--- src/rtl/ctr_seq_if.sv ---
// Control/data bundle between the frame controller and the block-matching sequencer.
interface ctr_seq_if #(
  parameter int WORD_WIDTH = 8,
  parameter int LANES      = 4,
  parameter int CW         = 4,
  parameter int PCNT_W     = 8
);
  logic                          start;
  logic [PCNT_W-1:0]             num_periods;
  logic                          stall;
  logic [WORD_WIDTH*LANES-1:0]   input_raw;
  logic [WORD_WIDTH*LANES-1:0]   input_raw_saved;
  logic [CW-1:0]                 ctr_word;
  logic                          mem19198_en_input;
  logic                          mem448_en_input;
  logic                          mem20_en_input;
  logic                          mem_init_mode;
  logic                          en_pe;
  logic                          busy;
  logic                          done;
  logic [PCNT_W-1:0]             period_cnt;

  modport master (
    output start, num_periods, stall, input_raw,
    input  input_raw_saved, ctr_word, mem19198_en_input, mem448_en_input,
           mem20_en_input, mem_init_mode, en_pe, busy, done, period_cnt
  );

  modport slave (
    input  start, num_periods, stall, input_raw,
    output input_raw_saved, ctr_word, mem19198_en_input, mem448_en_input,
           mem20_en_input, mem_init_mode, en_pe, busy, done, period_cnt
  );
endinterface

--- src/rtl/ctr_seq.sv ---
// Block-matching control sequencer: IDLE -> INIT -> RUN (N periods) -> DRAIN, start/done handshake.
// All outputs registered from the next-state decode; stall in RUN inserts all-zero bubble cycles.
module ctr_seq #(
  parameter int WORD_WIDTH  = 8,
  parameter int LANES       = 4,
  parameter int PERIOD      = 24,
  parameter int INIT_CYCLES = 73,
  parameter int REF_LOAD    = 4,
  parameter int CUR_SLOT    = 5,
  parameter int PE_START    = 10,
  parameter int CW          = 4,
  parameter int PCNT_W      = 8
) (
  input logic       clk,
  input logic       rst,
  ctr_seq_if.slave  bus
);
  localparam int PW = (PERIOD > 1) ? $clog2(PERIOD) : 1;
  localparam int IW = (INIT_CYCLES > 1) ? $clog2(INIT_CYCLES) : 1;
  localparam int DW = WORD_WIDTH * LANES;

  localparam logic [PW-1:0] PH_LAST   = PW'(PERIOD - 1);
  localparam logic [PW-1:0] REF_PH    = PW'(REF_LOAD);
  localparam logic [PW-1:0] CUR_PH    = PW'(CUR_SLOT);
  localparam logic [PW-1:0] PE_PH     = PW'(PE_START);
  localparam logic [IW-1:0] INIT_LAST = IW'(INIT_CYCLES - 1);

  typedef enum logic [1:0] {S_IDLE, S_INIT, S_RUN, S_DRAIN} state_t;

  state_t              state_q, state_d;
  logic [IW-1:0]       init_cnt_q, init_cnt_d;
  logic [PW-1:0]       ph_q, ph_d;
  logic [PCNT_W-1:0]   period_cnt_q, period_cnt_d;
  logic [PCNT_W-1:0]   num_q, num_d;
  logic                bubble;
  logic                first;
  logic [PW-1:0]       ramp_ph;

  logic [DW-1:0]       input_raw_saved_q, input_raw_saved_d;
  logic [CW-1:0]       ctr_word_q, ctr_word_d;
  logic                mem19198_q, mem19198_d;
  logic                mem448_q, mem448_d;
  logic                mem20_q, mem20_d;
  logic                init_mode_q, init_mode_d;
  logic                en_pe_q, en_pe_d;
  logic                busy_q, busy_d;
  logic                done_q, done_d;

  always_comb begin
    state_d      = state_q;
    init_cnt_d   = init_cnt_q;
    ph_d         = ph_q;
    period_cnt_d = period_cnt_q;
    num_d        = num_q;
    bubble       = 1'b0;
    case (state_q)
      S_IDLE: begin
        if (bus.start) begin
          state_d      = S_INIT;
          init_cnt_d   = '0;
          ph_d         = '0;
          period_cnt_d = '0;
          num_d        = (bus.num_periods == '0) ? PCNT_W'(1) : bus.num_periods;
        end
      end
      S_INIT: begin
        if (init_cnt_q == INIT_LAST) begin
          state_d      = S_RUN;
          ph_d         = '0;
          period_cnt_d = '0;
        end else begin
          init_cnt_d = init_cnt_q + IW'(1);
        end
      end
      S_RUN: begin
        // A stalled edge freezes everything so the pending phase is replayed afterwards.
        if (bus.stall) begin
          bubble = 1'b1;
        end else if (ph_q == PH_LAST) begin
          if (period_cnt_q == num_q - PCNT_W'(1)) begin
            state_d = S_DRAIN;
          end else begin
            ph_d         = '0;
            period_cnt_d = period_cnt_q + PCNT_W'(1);
          end
        end else begin
          ph_d = ph_q + PW'(1);
        end
      end
      S_DRAIN: begin
        state_d      = S_IDLE;
        period_cnt_d = '0;
      end
      default: state_d = S_IDLE;
    endcase
  end

  always_comb begin
    input_raw_saved_d = bus.input_raw;
    ctr_word_d        = '0;
    mem19198_d        = 1'b0;
    mem448_d          = 1'b0;
    mem20_d           = 1'b0;
    init_mode_d       = 1'b0;
    en_pe_d           = 1'b0;
    done_d            = 1'b0;
    busy_d            = (state_d != S_IDLE);
    first             = (period_cnt_d == '0);
    ramp_ph           = ph_d - PE_PH + PW'(1);
    case (state_d)
      S_INIT: begin
        mem19198_d  = 1'b1;
        init_mode_d = 1'b1;
      end
      S_RUN: begin
        if (!bubble) begin
          if (ph_d < REF_PH) mem448_d = 1'b1;
          else if (ph_d != PH_LAST) mem19198_d = 1'b1;
          if (ph_d == CUR_PH) mem20_d = 1'b1;
          // ph0 closes the previous period's PE pass, except in the first period.
          if (ph_d == '0) begin
            mem448_d    = 1'b1;
            ctr_word_d  = first ? '0 : '1;
            en_pe_d     = !first;
            init_mode_d = first;
          end else if (ph_d == PW'(1)) begin
            mem448_d = 1'b1;
            en_pe_d  = !first;
          end else if (ph_d >= PE_PH) begin
            ctr_word_d = CW'(ramp_ph);
            en_pe_d    = 1'b1;
          end
        end
      end
      S_DRAIN: begin
        ctr_word_d = '1;
        en_pe_d    = 1'b1;
        done_d     = 1'b1;
      end
      default: ;
    endcase
  end

  always_ff @(posedge clk or posedge rst) begin
    if (rst) begin
      state_q           <= S_IDLE;
      init_cnt_q        <= '0;
      ph_q              <= '0;
      period_cnt_q      <= '0;
      num_q             <= '0;
      input_raw_saved_q <= '0;
      ctr_word_q        <= '0;
      mem19198_q        <= 1'b0;
      mem448_q          <= 1'b0;
      mem20_q           <= 1'b0;
      init_mode_q       <= 1'b0;
      en_pe_q           <= 1'b0;
      busy_q            <= 1'b0;
      done_q            <= 1'b0;
    end else begin
      state_q           <= state_d;
      init_cnt_q        <= init_cnt_d;
      ph_q              <= ph_d;
      period_cnt_q      <= period_cnt_d;
      num_q             <= num_d;
      input_raw_saved_q <= input_raw_saved_d;
      ctr_word_q        <= ctr_word_d;
      mem19198_q        <= mem19198_d;
      mem448_q          <= mem448_d;
      mem20_q           <= mem20_d;
      init_mode_q       <= init_mode_d;
      en_pe_q           <= en_pe_d;
      busy_q            <= busy_d;
      done_q            <= done_d;
    end
  end

  assign bus.input_raw_saved   = input_raw_saved_q;
  assign bus.ctr_word          = ctr_word_q;
  assign bus.mem19198_en_input = mem19198_q;
  assign bus.mem448_en_input   = mem448_q;
  assign bus.mem20_en_input    = mem20_q;
  assign bus.mem_init_mode     = init_mode_q;
  assign bus.en_pe             = en_pe_q;
  assign bus.busy              = busy_q;
  assign bus.done              = done_q;
  assign bus.period_cnt        = period_cnt_q;
endmodule

--- src/flat_wrapper.sv ---
// flat-port wrapper written by rule: the top's interface ports become plain ports
module ctr_seq_flat 
#(
  parameter int WORD_WIDTH  = 8,
  parameter int LANES       = 4,
  parameter int PERIOD      = 24,
  parameter int INIT_CYCLES = 73,
  parameter int REF_LOAD    = 4,
  parameter int CUR_SLOT    = 5,
  parameter int PE_START    = 10,
  parameter int CW          = 4,
  parameter int PCNT_W      = 8
)
  (clk, rst, bus_start, bus_num_periods, bus_stall, bus_input_raw, bus_input_raw_saved, bus_ctr_word, bus_mem19198_en_input, bus_mem448_en_input, bus_mem20_en_input, bus_mem_init_mode, bus_en_pe, bus_busy, bus_done, bus_period_cnt);
  ctr_seq_if #(.WORD_WIDTH(WORD_WIDTH), .LANES(LANES), .CW(CW), .PCNT_W(PCNT_W)) bus_i ();
  input logic clk;
  input logic rst;
  input wire logic [$bits(bus_i.start)-1:0] bus_start;
  input wire logic [$bits(bus_i.num_periods)-1:0] bus_num_periods;
  input wire logic [$bits(bus_i.stall)-1:0] bus_stall;
  input wire logic [$bits(bus_i.input_raw)-1:0] bus_input_raw;
  output wire logic [$bits(bus_i.input_raw_saved)-1:0] bus_input_raw_saved;
  output wire logic [$bits(bus_i.ctr_word)-1:0] bus_ctr_word;
  output wire logic [$bits(bus_i.mem19198_en_input)-1:0] bus_mem19198_en_input;
  output wire logic [$bits(bus_i.mem448_en_input)-1:0] bus_mem448_en_input;
  output wire logic [$bits(bus_i.mem20_en_input)-1:0] bus_mem20_en_input;
  output wire logic [$bits(bus_i.mem_init_mode)-1:0] bus_mem_init_mode;
  output wire logic [$bits(bus_i.en_pe)-1:0] bus_en_pe;
  output wire logic [$bits(bus_i.busy)-1:0] bus_busy;
  output wire logic [$bits(bus_i.done)-1:0] bus_done;
  output wire logic [$bits(bus_i.period_cnt)-1:0] bus_period_cnt;
  assign bus_i.start = bus_start;
  assign bus_i.num_periods = bus_num_periods;
  assign bus_i.stall = bus_stall;
  assign bus_i.input_raw = bus_input_raw;
  assign bus_input_raw_saved = bus_i.input_raw_saved;
  assign bus_ctr_word = bus_i.ctr_word;
  assign bus_mem19198_en_input = bus_i.mem19198_en_input;
  assign bus_mem448_en_input = bus_i.mem448_en_input;
  assign bus_mem20_en_input = bus_i.mem20_en_input;
  assign bus_mem_init_mode = bus_i.mem_init_mode;
  assign bus_en_pe = bus_i.en_pe;
  assign bus_busy = bus_i.busy;
  assign bus_done = bus_i.done;
  assign bus_period_cnt = bus_i.period_cnt;
  ctr_seq #(.WORD_WIDTH(WORD_WIDTH), .LANES(LANES), .PERIOD(PERIOD), .INIT_CYCLES(INIT_CYCLES), .REF_LOAD(REF_LOAD), .CUR_SLOT(CUR_SLOT), .PE_START(PE_START), .CW(CW), .PCNT_W(PCNT_W)) u_core (.clk(clk), .rst(rst), .bus(bus_i));
endmodule
--- config.mk ---
export PLATFORM = sky130hd
export DESIGN_NAME = ctr_seq_flat
export DESIGN_NICKNAME = d
export VERILOG_FILES = /design/src/rtl/ctr_seq_if.sv /design/src/rtl/ctr_seq.sv /design/src/flat_wrapper.sv
export SDC_FILE = /design/constraint.sdc
export NUM_CORES = 1
export LEC_CHECK = 0
export ABC_AREA = 1
export BUFFER_PORTS_ARGS = -buffer_cell sky130_fd_sc_hd__clkbuf_2
export CELL_PAD_IN_SITES_DETAIL_PLACEMENT = 2
export CELL_PAD_IN_SITES_GLOBAL_PLACEMENT = 2
export CORE_ASPECT_RATIO = 1.1
export CORE_UTILIZATION = 25
export DETAILED_ROUTE_END_ITERATION = 16
export GPL_ROUTABILITY_DRIVEN = 0
export GPL_TIMING_DRIVEN = 0
export HOLD_SLACK_MARGIN = 0.02
export PLACE_DENSITY = 0.79
export SLEW_MARGIN = 0
export SYNTH_ARGS = -nofsm -noshare
export SYNTH_HDL_FRONTEND = slang
export SYNTH_SLANG_ARGS = --single-unit
export TNS_END_PERCENT = 50
--- constraint.sdc ---
create_clock -name clk -period 5.8 [get_ports clk]
set_input_delay 0.58 -clock clk [delete_from_list [all_inputs] [get_ports clk]]
set_output_delay 0.58 -clock clk [all_outputs]
set_load 0.03 [all_outputs]
== Yosys cells after proc, flatten, opt, wreduce, memory -nomap -nowiden ==
Index checks and enable logic that the tools add are counted.

* Reductions and logical operators: 9
* Magnitude comparators: 2
* Equality and inequality tests: 14
* Add/subtract/negate cells: 6
* Mux-type cells: 51

{| class="wikitable"
|+ Operators with widths
! kind !! number
|-
| $mux 8 || 6
|-
| $pmux 8 s4 || 1
|-
| $mux 5 || 5
|-
| $mux 1 || 20
|-
| $mux 4 || 5
|-
| $logic_not 8->1 || 2
|-
| $pmux 5 s3 || 1
|-
| $mux 7 || 2
|-
| $pmux 7 s2 || 1
|-
| $mux 2 || 5
|-
| $add 8x1->8 const B || 1
|-
| $eq 2x2->1 const B || 4
|-
| $eq 8x8->1 || 1
|-
| $pmux 2 s4 || 1
|-
| $pmux 4 s2 || 1
|-
| $sub 8x1->8 const B || 1
|-
| $add 7x1->7 const B || 1
|-
| $eq 7x7->1 const B || 1
|-
| $pmux 1 s2 || 3
|-
| $add 5x1->5 const B || 1
|-
| $eq 5x1->1 const B || 1
|-
| $eq 5x3->1 const B || 1
|-
| $eq 5x5->1 const B || 1
|-
| $ge 5x4->1 const B || 1
|-
| 12 further kinds || 15
|}

* Bits of input ports: 44
* Logic and storage cells: 96
* Output and inout port bits: 51
* Bits in registers: 73

== Depth between registers and ports, before layout ==
* Word-level depth: 13
* Gate-level depth with buffers: 24
* Mapped depth without buffers: 24

== Worst setup path after synthesis ==
Ideal clock, no wire load.

* Path type: register to register
* Start: register u_core.num_q[0]
* End: register u_core.en_pe_q, in the netlist u_core.bus.en_pe
* Path buffers: 0
* Required time: 5.675 ns
* Stages on the path, launching flop included: 22
* Clock period less this slack: 2.416 ns
* Library setup time: 0.125 ns
* Data arrival time: 2.291 ns
* Path slack: 3.384 ns
* Cell sequence: dfrtp_1 > inv_2 > ha_1 > nand2_1 > inv_1 > nor2_1 > nand2_1 > nor2_1 > nand3_2 > nor2_4 > nand3_2 > nand2_1 > nand2_1 > nand2_1 > nand2_1 > nand3_2 > inv_1 > ha_1 > o21ai_1 > nand3_1 > nand2_1 > o21ai_1

* Longest elaborated chain between the ends: 12
* Elaborated cells between the ends (all ways): 26
* Classes of those cells: add/sub (1); order compare (1); eq/ne (4); mux (17); reduce/logical (3)

{| class="wikitable"
|+ RTL lines
! item !! RTL line !! RTL
|-
| start: declaration || ctr_seq.sv:34 || <nowiki>logic [PCNT_W-1:0] num_q, num_d;</nowiki>
|-
| start signal: assignment || ctr_seq.sv:165 || <nowiki>num_q <= num_d;</nowiki>
|-
| $sub 8x1->8 * || ctr_seq.sv:80 || <nowiki>if (period_cnt_q == num_q - PCNT_W'(1)) begin</nowiki>
|-
| $eq 8x8->1 * || ctr_seq.sv:80 ||
|-
| $mux 5 * || ctr_seq.sv:80 ||
|-
| $mux 5 * || ctr_seq.sv:79 || <nowiki>end else if (ph_q == PH_LAST) begin</nowiki>
|-
| $mux 5 * || ctr_seq.sv:77 || <nowiki>if (bus.stall) begin</nowiki>
|-
| $pmux 5 s3 * || ctr_seq.sv:56 || <nowiki>case (state_q)</nowiki>
|-
| named net u_core.ph_d[1] || ctr_seq.sv:32 || <nowiki>logic [PW-1:0] ph_q, ph_d;</nowiki>
|-
| $ge 5x4->1 || ctr_seq.sv:129 || <nowiki>end else if (ph_d >= PE_PH) begin</nowiki>
|-
| $mux 1 || ctr_seq.sv:129 ||
|-
| $mux 1 || ctr_seq.sv:126 || <nowiki>end else if (ph_d == PW'(1)) begin</nowiki>
|-
| $mux 1 * || ctr_seq.sv:121 || <nowiki>if (ph_d == '0) begin</nowiki>
|-
| $mux 1 * || ctr_seq.sv:116 || <nowiki>if (!bubble) begin</nowiki>
|-
| $pmux 1 s2 * || ctr_seq.sv:110 || <nowiki>case (state_d)</nowiki>
|-
| named net u_core.en_pe_d || ctr_seq.sv:45 || <nowiki>logic en_pe_q, en_pe_d;</nowiki>
|-
| end signal: assignment || ctr_seq.sv:172 || <nowiki>en_pe_q <= en_pe_d;</nowiki>
|-
| end: declaration || ctr_seq.sv:45 ||
|}

The timed path passes the listed nets; every way through them passes the cells marked *.
A chain may end at the register's enable or synchronous reset.

== Worst setup path after layout ==
* Start: register u_core.num_q[0]
* End: register u_core.ctr_word_q[1], in the netlist u_core.bus.ctr_word[1]

* Elaborated cells between the ends (all ways): 28
* Classes of those cells: add/sub (3); order compare (1); eq/ne (4); mux (18); reduce/logical (2)

{| class="wikitable"
|+ RTL lines
! item !! RTL line !! RTL
|-
| $sub 8x1->8 * || ctr_seq.sv:80 ||
|-
| $eq 8x8->1 * || ctr_seq.sv:80 ||
|-
| $mux 2 * || ctr_seq.sv:80 ||
|-
| $mux 2 * || ctr_seq.sv:79 ||
|-
| $mux 2 * || ctr_seq.sv:77 ||
|-
| $pmux 2 s4 * || ctr_seq.sv:56 ||
|-
| named net u_core.state_d[0] || ctr_seq.sv:30 || <nowiki>state_t state_q, state_d;</nowiki>
|-
| $eq 2x2->1 || ctr_seq.sv:110 ||
|-
| $pmux 4 s2 * || ctr_seq.sv:110 ||
|-
| named net u_core.ctr_word_d[1] || ctr_seq.sv:40 || <nowiki>logic [CW-1:0] ctr_word_q, ctr_word_d;</nowiki>
|-
| end signal: assignment || ctr_seq.sv:167 || <nowiki>ctr_word_q <= ctr_word_d;</nowiki>
|-
| end: declaration || ctr_seq.sv:40 ||
|}

Marked as above.

==> out/qor.yml <==
max_stage_delay_ns: 0.39
layout_common_cells: "120 x nand2_1, 94 x clkbuf_2, 73 x dfrtp_1, 62 x inv_1, 36 x nor2_1"
pin_count: 95
clock_latency_ns: 0.34
place_ws_ns: 2.95
crit_path_start_kind: "flop"
die_w_um: 118
cp.required_ns: 6.02
grt_pass1_vias: 3740
crit_family: "simple AND/OR/NAND/NOR gates"
cts_tree: "done"
final.setup.worst_slack_ns: 2.95
crit_chain: "inv_2, ha_1, nand2_1, inv_1, nor2_1, nand2_1, nor2_1, nand3_2, nor2_4, nand4_1, a21oi_1, inv_1, ha_1, nand2_1, inv_1, nand2_1, inv_2, nand2_1, nand2_1"
drive_above_1_share: 0.285
fp.dieH_um: 129
clock.fmax_mhz: 351
postRouteAntennaNets: 0
clock-sinks: 73
tightest_slew_ns: 0.488
leakage_nw: 2.57
end_kind: "flop"
core-area_mm2: 0.0144
grt.total_usage: 0.152
clock_path_buffers: 2
slew_violations: 0
hp-class: "primary input to async pin"
rsz0062_at_grt: "false"
ys_seq_area_frac: 0.496
vias: 3268
hold_buffers: 0
antenna_found_initial: 0
area_delta_synth_final_pct: 28.4
critical_path.max_fanout: 5
cp_data_arrival_time_ns: 3.07
p_per_area_mw_per_mm2: 447
final_common_cell: "nand2_1"
synth_nets: 497
rows: 46
finalNetCount: 603
synth_cell_types: 33
syn_inst: 439
r2r-start: "u_core.num_q[0]$_DFFE_PP0P_"
status: "finished, final reports clean"
drtPass1Iterations: 4
slew_headroom: 0.673
yosysWarnings: 0
cpMostUsedCell: "nand2_1"
cts-buffers-inserted: 9
port_buffers: 94
cap_violations: 0
synthesis.area_mm2: 0.00368
grt_max_degree: 40
ctsResizeCount: 0
dieArea_mm2: 0.0152
critical_path.slowest_cell: "dfrtp_1"
synth.avg_cell_area_um2: 8.38
initial_core_util: 0.256
fin_skew_ns: 0.00797
regArea_mm2: 0.00183
crit_buf_inv: 5
multi_input_area_mm2: 0.00155
worstSetupPathType: "flop to flop"
vias_per_cell: 4.40
wl_per_cell_um: 14.4
post_cts.repair.setup_buffers: 0
drc: 0
synth_seq_cells: 73
grt_pass1_wl_um: 18300
cts.htree.levels: 3
grt_overflow: 0
fin_crit_ns: 2.85
setup_viol: 0
clk_pin_slew_worst_paths_ns: 0.06
peakVddDrop_v: 0.000230
crit_start: "u_core.num_q[0]$_DFFE_PP0P_"
fillers: 1719
hold_viol: 0
root_buffer: "clkbuf_16"
post-route-period-util: 0.491
drtIter0Drc: 84
antenna_cells: 0
wirelength_um: 10700
setup-tns-final_ns: 0
hpwlAfterDp_um: 8420
## layer usage
metal | share of wire | global-route usage | vias up | wire [um]
li1 | - | - | 1587 | -
met1 | 0.40 | 0.160 | 1587 | 4320
met2 | 0.53 | 0.292 | 78 | 5630
met3 | 0.050 | 0.0339 | 16 | 537
met4 | 0.018 | 0.0664 | 0 | 187
met5 | 0 | 0 | - | 0
## registers in the layout, indices dropped and copies added (netlist names), 2 cells and up
signal / cells
u_core.bus.ctr_word: 4
u_core.bus.input_raw_saved: 32
u_core.bus.period_cnt: 8
u_core.init_cnt_q: 7
u_core.num_q: 8
u_core.ph_q: 5
u_core.state_q: 2
## cell families (layout without fill, tap and decap cells)
kind of cell,Yosys count,in the layout,synth area share
flip-flops,73,73,0.496
AND/OR/NAND/NOR,234,234,0.304
AO/OA/AOI/OAI,36,36,0.0530
buffers and inverters,75,186,0.0819
XOR/XNOR,7,7,0.0167
adder cells (fa/ha/maj),14,14,0.0476
## metrics by stage
| stage | instances | hold WS, ns | utilization | area, um^2 | power (mW) |
|---|---|---|---|---|---|
| CTS | 742 | 0.260 | 0.328 | 4720 | 2.16 |
| finish | 742 | 0.247 | 0.328 | 4720 | 2.11 |
| global route | 742 | 0.288 | 0.328 | 4720 | 2.28 |
| detailed placement | 726 | 0.527 | 0.307 | 4410 | 1.55 |
| global placement | 725 | 0.508 | 0.305 | 4390 | 1.51 |
| floorplan | 439 | 0.468 | - | 3680 | 1.30 |
## Yosys cell counts
| cell | n | share of area |
|---|---|---|
| nand2_1 | 120 | 0.12 |
| dfrtp_1 | 73 | 0.50 |
| inv_1 | 63 | 0.064 |
| nor2_1 | 36 | 0.037 |
| nand3_1 | 25 | 0.034 |
| ha_1 | 14 | 0.048 |
| o21ai_0 | 14 | 0.019 |
| a21oi_1 | 10 | 0.014 |
| nand4_1 | 9 | 0.015 |
| nor2_2 | 9 | 0.015 |
| nand2_2 | 8 | 0.014 |
| nor3_1 | 8 | 0.011 |
| inv_2 | 7 | 0.0071 |
| nand3_2 | 7 | 0.019 |
| o21ai_1 | 7 | 0.0095 |
| xor2_1 | 5 | 0.012 |
| nor2_4 | 4 | 0.012 |
| nand2_4 | 3 | 0.0092 |
| a21oi_2 | 2 | 0.0048 |
| xnor2_1 | 2 | 0.0048 |
| a211oi_1 | 1 | 0.0020 |
| a221oi_1 | 1 | 0.0024 |
| a31oi_1 | 1 | 0.0017 |
| and3_1 | 1 | 0.0017 |
| buf_6 | 1 | 0.0031 |
| clkbuf_1 | 1 | 0.0010 |
| clkbuf_8 | 1 | 0.0037 |
| clkinv_1 | 1 | 0.0010 |
| inv_4 | 1 | 0.0017 |
| nand3_4 | 1 | 0.0048 |
| nand4_4 | 1 | 0.0058 |
| nor4_1 | 1 | 0.0017 |
| or2_1 | 1 | 0.0017 |
## power breakdown
group	total [mW]	internal [mW]	switching (mW)
registers	0.707	0.617	0.0897
clock network	0.585	0.342	0.243
logic	0.819	0.263	0.556
## final timing paths
kind | cells past startpoint | endpoint | slack [ns]
setup / recovery | 19 | u_core.bus.ctr_word[1]$_DFF_PP0_ | 2.95
hold / removal | 2 | u_core.bus.input_raw_saved[13]$_DFF_PP0_ | 0.25
setup reg to reg | 19 | u_core.bus.ctr_word[1]$_DFF_PP0_ | 2.95
hold reg to reg | 1 | u_core.init_cnt_q[0]$_DFFE_PP0P_ | 0.53
max in group asynchronous | 3 | u_core.bus.period_cnt[0]$_DFF_PP0_ | 4.98
min in group clk | 1 | u_core.bus.input_raw_saved[5]$_DFF_PP0_ | 0.34
## final cells by class
class                           instances  share of cell area
Inverter                               72              0.0583
Clock inverter                          7              0.0183
Buffer                                  3             0.00609
Timing Repair Buffer                   95               0.104
Multi-Input combinational cell        291               0.328
Tap cell                              192              0.0508
Sequential cell                        73               0.387
Clock buffer                            9              0.0477
Note: power is estimated with default switching activity, not from simulation.
